### src/rtl/pmul_sideband_fifo_pkg.sv
// Shared defaults and sideband record for the multiplier/divider datapath.
// Used by the product FIFO and the Goldschmidt iteration blocks.
package pmul_sideband_fifo_pkg;

  localparam int DEF_MANT_W = 24;
  localparam int DEF_EXP_W  = 8;
  localparam int DEF_LAT    = 3;
  localparam int DEF_DEPTH  = 8;

  typedef struct packed {
    logic                 sign;
    logic [DEF_EXP_W-1:0] exponent;
  } sideband_t;

  function automatic int sb_width(input int exp_w);
    return exp_w + 1;
  endfunction

endpackage

### src/rtl/pmul_pipe.sv
// LAT-stage unsigned multiplier carrying a sideband word and valid bit
// in lock-step with the product.
module pmul_pipe
  import pmul_sideband_fifo_pkg::*;
#(
  parameter int MANT_W = DEF_MANT_W,
  parameter int SB_W   = sb_width(DEF_EXP_W),
  parameter int LAT    = DEF_LAT
) (
  input  logic                clk,
  input  logic                clear_b,
  input  logic                flush,
  input  logic                i_valid,
  input  logic [MANT_W-1:0]   i_a,
  input  logic [MANT_W-1:0]   i_b,
  input  logic [SB_W-1:0]     i_sb,
  output logic                o_valid,
  output logic [2*MANT_W-1:0] o_prod,
  output logic [SB_W-1:0]     o_sb
);

  logic [LAT-1:0]      r_vld;
  logic [2*MANT_W-1:0] r_prod [LAT];
  logic [SB_W-1:0]     r_sb   [LAT];
  logic [2*MANT_W-1:0] w_prod;

  assign w_prod = {{MANT_W{1'b0}}, i_a} * {{MANT_W{1'b0}}, i_b};

  always_ff @(posedge clk) begin
    if (!clear_b || flush) begin
      r_vld <= '0;
    end else begin
      r_vld[0] <= i_valid;
      for (int i = 1; i < LAT; i++) r_vld[i] <= r_vld[i-1];
    end
  end

  // Data stages carry no reset; the valid bits qualify them.
  always_ff @(posedge clk) begin
    r_prod[0] <= w_prod;
    r_sb[0]   <= i_sb;
    for (int i = 1; i < LAT; i++) begin
      r_prod[i] <= r_prod[i-1];
      r_sb[i]   <= r_sb[i-1];
    end
  end

  assign o_valid = r_vld[LAT-1];
  assign o_prod  = r_prod[LAT-1];
  assign o_sb    = r_sb[LAT-1];

endmodule

### src/rtl/pmul_sideband_fifo.sv
// Pipelined multiplier feeding a credit-controlled result FIFO; the level
// counts FIFO entries plus in-flight items so every accept owns a slot.
module pmul_sideband_fifo
  import pmul_sideband_fifo_pkg::*;
#(
  parameter int MANT_W = DEF_MANT_W,
  parameter int EXP_W  = DEF_EXP_W,
  parameter int LAT    = DEF_LAT,
  parameter int DEPTH  = DEF_DEPTH
) (
  input  logic                       clk,
  input  logic                       clear_b,
  input  logic                       flush,
  input  logic                       in_valid,
  output logic                       in_ready,
  input  logic [MANT_W-1:0]          a_in,
  input  logic [MANT_W-1:0]          b_in,
  input  logic                       sign_q,
  input  logic [EXP_W-1:0]           exponent_q,
  output logic                       out_valid,
  input  logic                       out_ready,
  output logic [2*MANT_W-1:0]        product,
  output logic                       sign_passed,
  output logic [EXP_W-1:0]           exponent_passed,
  output logic [$clog2(DEPTH):0]     level
);

  localparam int AW   = $clog2(DEPTH);
  localparam int LW   = AW + 1;
  localparam int SB_W = sb_width(EXP_W);

  logic [LW-1:0]       r_level;
  logic [LW-1:0]       r_cnt;
  logic [AW-1:0]       r_wptr;
  logic [AW-1:0]       r_rptr;
  logic [2*MANT_W-1:0] r_mem [DEPTH];
  logic [SB_W-1:0]     r_sbm [DEPTH];

  logic                w_kill;
  logic                w_accept;
  logic                w_pop;
  logic                w_wr;
  logic [2*MANT_W-1:0] w_pprod;
  logic [SB_W-1:0]     w_psb;

  assign w_kill    = !clear_b || flush;
  assign in_ready  = clear_b && !flush && (r_level < LW'(DEPTH));
  assign w_accept  = in_valid && in_ready;
  assign out_valid = (r_cnt != '0);
  assign w_pop     = out_valid && out_ready && !w_kill;

  pmul_pipe #(
    .MANT_W (MANT_W),
    .SB_W   (SB_W),
    .LAT    (LAT)
  ) u_pipe (
    .clk     (clk),
    .clear_b (clear_b),
    .flush   (flush),
    .i_valid (w_accept),
    .i_a     (a_in),
    .i_b     (b_in),
    .i_sb    ({sign_q, exponent_q}),
    .o_valid (w_wr),
    .o_prod  (w_pprod),
    .o_sb    (w_psb)
  );

  always_ff @(posedge clk) begin
    if (w_kill) begin
      r_level <= '0;
      r_cnt   <= '0;
      r_wptr  <= '0;
      r_rptr  <= '0;
    end else begin
      r_level <= r_level + LW'(w_accept) - LW'(w_pop);
      r_cnt   <= r_cnt + LW'(w_wr) - LW'(w_pop);
      if (w_wr)  r_wptr <= r_wptr + AW'(1);
      if (w_pop) r_rptr <= r_rptr + AW'(1);
    end
  end

  always_ff @(posedge clk) begin
    if (w_wr) begin
      r_mem[r_wptr] <= w_pprod;
      r_sbm[r_wptr] <= w_psb;
    end
  end

  assign product                        = r_mem[r_rptr];
  assign {sign_passed, exponent_passed} = r_sbm[r_rptr];
  assign level                          = r_level;

endmodule
### config.mk
export PLATFORM = sky130hd
export DESIGN_NAME = pmul_sideband_fifo
export DESIGN_NICKNAME = d
export VERILOG_FILES = /design/src/rtl/pmul_sideband_fifo_pkg.sv /design/src/rtl/pmul_pipe.sv /design/src/rtl/pmul_sideband_fifo.sv
export SDC_FILE = /design/constraint.sdc
export NUM_CORES = 2
export LEC_CHECK = 0
export ABC_CLOCK_PERIOD_IN_PS = 11200
export BUFFER_PORTS_ARGS = -buffer_cell sky130_fd_sc_hd__buf_2
export CORE_MARGIN = 3
export CORE_UTILIZATION = 45
export CTS_CLUSTER_SIZE = 14
export DETAILED_ROUTE_END_ITERATION = 7
export GPL_ROUTABILITY_DRIVEN = 0
export GPL_TIMING_DRIVEN = 0
export SLEW_MARGIN = 15
export SYNTH_ARGS = -nofsm -noshare
export SYNTH_HDL_FRONTEND = slang
export SYNTH_SLANG_ARGS = --single-unit
### constraint.sdc
create_clock -name clk -period 11.2 [get_ports clk]
set_input_delay 1.12 -clock clk [delete_from_list [all_inputs] [get_ports clk]]
set_output_delay 1.12 -clock clk [all_outputs]
set_load 0.1 [all_outputs]
== Word level (Yosys, flattened, before mapping) ==
Memories as Yosys holds them, arrays and structs flattened. A register that Yosys moved wholly into a read port is not among the register bits.
Index checks and enable logic that the tools add are counted.

* $add $sub $neg: 6
* Multipliers: 1
* $lt $le $gt $ge: 1
* Mux-type cells: 6
* Reductions and logical operators: 10

{| class="wikitable"
|+ Operator list
! kind !! count
|-
| 24-bit by 24-bit multiplier with 48-bit output || 1
|-
| 3-bit 2-to-1 mux || 4
|-
| 4-bit by 1-bit adder with 4-bit output || 2
|-
| 4-bit by 1-bit subtractor with 4-bit output || 2
|-
| 3-bit by 1-bit adder with 3-bit output (second input constant) || 2
|-
| 1-bit logical AND || 5
|-
| 4-bit < comparator (second input constant) || 1
|-
| 4-bit nonzero test || 1
|-
| 1-bit zero test || 3
|-
| 1-bit 2-to-1 mux || 2
|-
| 1-bit logical OR || 1
|}

* Register bits after elaboration: 17
* Memory bits (writable): 627
* Input bits: 62
* Output and inout bits: 63
* Word-level logic and storage cells: 33
* Memories: 4

{| class="wikitable"
|+ Memory list
! memory !! depth !! bits a word !! read ports !! clocked after memory_dff !! wr ports !! line !! RTL
|-
| r_mem || 8 || 48 || 1 || 1 || 1 || pmul_sideband_fifo.sv:36 || <nowiki>logic [2*MANT_W-1:0] r_mem [DEPTH];</nowiki>
|-
| u_pipe.r_prod || 3 || 48 || 3 || 0 || 3 || pmul_pipe.sv:23 || <nowiki>logic [2*MANT_W-1:0] r_prod [LAT];</nowiki>
|-
| r_sbm || 8 || 9 || 1 || 1 || 1 || pmul_sideband_fifo.sv:37 || <nowiki>logic [SB_W-1:0] r_sbm [DEPTH];</nowiki>
|-
| u_pipe.r_sb || 3 || 9 || 3 || 0 || 3 || pmul_pipe.sv:24 || <nowiki>logic [SB_W-1:0] r_sb [LAT];</nowiki>
|}

== Logic depth before layout (Yosys ltp) ==
* Depth in word-level cells: 6
* Gate-level depth with buffers: 26
* Depth with buffers taken out: 25

== Hierarchy ==
From an unflattened synthesis, not the netlist that was laid out.

* Cells, all modules: 3176
* Area total of the unflattened synthesis: 41003.1 um2

{| class="wikitable"
|+ By module, submodules not included
! module !! instances !! cells an instance !! area an instance (um2) !! sequential area each (um2)
|-
| pmul_pipe || 1 || 2414 || 23025.8 || 3483.3
|-
| pmul_sideband_fifo || 1 || 762 || 17977.2 || 14033.5
|}

== Worst setup path after synthesis ==
No wires, ideal clock.

* Path type: input to register
* Start: in b_in[3]
* End: mem u_pipe.r_prod[0][45] in the netlist's numbering
* Setup time: 0.123 ns
* Arrival: 7.232 ns
* Data required time: 11.077 ns
* Path slack: 3.846 ns
* Stages: 26
* Path buffers: 1
* Cells stage by stage: clkbuf_1 nand2_1 fa_1 inv_1 fa_1 inv_1 fa_1 inv_1 fa_1 inv_1 fa_1 inv_1 fa_1 inv_1 fa_1 inv_1 ha_1 a21oi_1 o21ai_0 a21oi_1 a21bo_2 o41ai_2 o31ai_1 o221ai_2 o21ai_1 xor2_1

{| class="wikitable"
|+ RTL lines
! element !! line !! RTL
|-
| start: declaration || pmul_sideband_fifo.sv:17 || <nowiki>input logic [MANT_W-1:0] b_in,</nowiki>
|-
| end: declaration || pmul_pipe.sv:23 ||
|}

==> results.txt <==
outcome: finished clean
Post-synth ARST share: 0
Gate Count Post-Synth: 3096
core area: 88600 um^2
max cap viols: 0
# nets final: 4043
slew margin rel.: 0.302
DRC violations left: 0
critical path peak fanout: 10
via count: 23400
WL met1: 43.2 mm
clock buffer count from CTS: 57
delay-heaviest family, CP: adder cells
HPWL Detailed: 78.5 mm
Period minus WS final: 8.41 ns
Worst R2R Start: u_pipe.r_vld[2]$_SDFF_PP0_
Yosys warnings: 0
Setup crit end kind: flop
Starting Density: 0.455
ys flop type: edfxtp_1
Top Layer Used: met4
Worst R2R End: r_mem[0][18]$_DFFE_PP_
xor and xnor area share after synthesis: 0.0117
met2 WL: 48.4 mm
most frequent cells in the layout: inv_1 (572), fa_1 (484), edfxtp_1 (456), and2_1 (313), nand2_1 (308)
largest net degree at the start of global routing: 21
final setup vio count: 0
Net Count, Synth: 3827
number of synthesized flops with an enable pin: 456
GRT overflow: 0
mux contribution to synthesized area: 0.0798
hold buffers post-CTS: 0
Final Max Slew Viols: 0
Worst Tran Pin Value: 1.05 ns
CP Launch Type: input pin
Area Overhead vs Synth: 11.0%
final worst-path cycle share: 0.751
skew final: 0.0231 ns
cell row count: 109
total iterations of the first detailed-routing run: 6
Routed WL: 102 mm
clock buffer depth: 3
Wirelength per Cell: 22.6 um
Syn Area/Cell: 13.0 um^2
Max stage delay on crit path: 0.74 ns
die extent in x: 305 um
initial DRC count: 1516
Critical Path RT: 11.67 ns
layout cells sized above 1: 0.131
Resize count post-CTS: 0
post-route ant nets: 0
Reg clk slew, reported paths: 0.06 ns
WL met3: 6.79 mm
Worst Reg-to-Reg Cells: 8
fraction of the mapped netlist area in compound gates: 0.0228
CP max-delay cell: o41ai_2
TritonCTS clock tree: done
CTS Sinks: 647
worst hold start: u_pipe.r_prod[0][72]$_DFF_P_
synthesized area: 40300 um^2
clock root cell: clkbuf_16
sequential area share after synthesis: 0.434
setup TNS: 0 ns
most common cell after layout, fill and taps aside: inv_1
antenna cell count: 0
Distinct cells, synth: 58
Crit Path Class: in2reg
number of port buffers: 124
Achievable Freq: 119 MHz
Synth Area in Adders: 0.298
GRT Total Usage: 0.223
Critical path buffers and inverters: 9
vias in the first global route: 25200
I/O Pins: 125
Die H: 305 um
Clock Latency Late Sink: 0.58 ns
Fin. Hold Viols: 0
vias per inst: 5.18
Worst Path Arrival: 8.88 ns
FF+latch count, synth: 647
fill count: 7767
R2R setup slack: 8.34 ns
simple-gate portion of the synthesized area: 0.0873
Worst Hold Endpoint: u_pipe.r_prod[0][120]$_DFF_P_
die footprint: 93300 um^2
Setup Fix Bufs, Post-CTS: 0
initial antenna violation count: 3
H-tree depth: 2
worst hold stages: 0
Hold/Removal Path Class: reg2reg
largest family of logic cells by synthesized area: adder cells
unrepaired setup endpoints after global routing: no
first-pass GRT wire length: 156 mm
## stage by stage
step           instance area (um^2)  hold WS [ns]  std cells  utilization  setup slack, ns
2_1_floorplan                 40300         0.310       3096            -             3.85
4_1_cts                       44800         0.310       4523        0.505             2.80
6_report                      44800         0.316       4523        0.505             2.79
3_5_place_dp                  43000         0.312       4418        0.485             2.17
5_1_grt                       44800         0.326       4523        0.505             2.46
3_3_place_gp                  42400         0.311       4385        0.478             1.85
## Yosys cell counts, types with 4 or more instances
library cell	count	area, um^2
and2_1	313	1960
nand3_1	5	25.0
fa_1	484	9690
o211ai_1	4	30.0
a21oi_1	48	240
xor2_1	22	193
a21o_1	25	188
edfxtp_1	456	13700
o21bai_1	8	60.1
nand2_1	308	1160
a31oi_1	6	37.5
nor3_1	4	20.0
nor2_1	46	173
a211oi_1	5	37.5
xnor2_1	32	280
inv_1	572	2150
ha_1	185	2310
dfxtp_1	191	3820
mux4_2	114	2570
nand2b_1	6	37.5
mux2_2	57	642
clkbuf_1	122	458
buf_2	8	40.0
o21ai_1	11	55.1
nand4_1	9	56.3
o21ai_0	13	65.1
## sequential cells by signal (all words and copies together) (netlist names), named ones only
| register | cells |
|---|---|
| r_cnt | 4 |
| r_wptr | 3 |
| r_mem | 384 |
| r_sbm | 72 |
| u_pipe.r_prod | 144 |
| level | 4 |
| u_pipe.r_sb | 27 |
| u_pipe.r_vld | 3 |
| r_rptr | 3 |
## cells by family after synthesis
group	Yosys count
AOI/OAI and AO/OA	141
xor gates and xnor gates	54
adders and majority gates	669
buffers and inverters	708
DFF	647
muxes	172
and+or+nand+nor	705
## per-layer routing
metal	GRT usage	vias up
li1	-	10400
met1	0.305	12000
met2	0.370	836
met3	0.0304	193
met4	0.0736	0
met5	0	-
## final cells by class
type | count | area (um^2) | share of cell area
Inverter | 572 | 2150 | 0.0479
Clock buffer | 86 | 1650 | 0.0368
Tap cell | 1165 | 1460 | 0.0325
Sequential cell | 647 | 17500 | 0.391
Buffer | 136 | 536 | 0.0120
Timing Repair Buffer | 157 | 1160 | 0.0259
Multi-Input combinational cell | 1741 | 20200 | 0.451
Clock inverter | 19 | 129 | 0.00288
## worst reg2reg max path: stages (launching register included)
cell      delay (ns)
dfxtp_1         0.47
nand2b_1        0.28
nor3_2          0.64
buf_4           0.33
buf_6           0.16
buf_4           0.20
buf_6           0.18
buf_6           0.16
buf_6           0.16
## worst max path at each step
| stage | endpoint | start | slack, ns | depth (start not counted) |
|---|---|---|---|---|
| floorplan | u_pipe.r_prod[0][45]$_DFF_P_ | b_in[3] | 3.85 | 26 |
| global placement | r_mem[0][20]$_DFFE_PP_ | u_pipe.r_vld[2]$_SDFF_PP0_ | 1.85 | 2 |
| detailed placement | u_pipe.r_prod[0][45]$_DFF_P_ | a_in[13] | 2.17 | 27 |
| CTS | u_pipe.r_prod[0][45]$_DFF_P_ | a_in[13] | 2.80 | 27 |
| global route | u_pipe.r_prod[0][45]$_DFF_P_ | a_in[13] | 2.46 | 27 |
| finish | u_pipe.r_prod[0][45]$_DFF_P_ | a_in[13] | 2.79 | 27 |
Power is left out: the tool's default activity adds up to more than one toggle a clock period on the data nets, which glitch-free logic cannot reach.
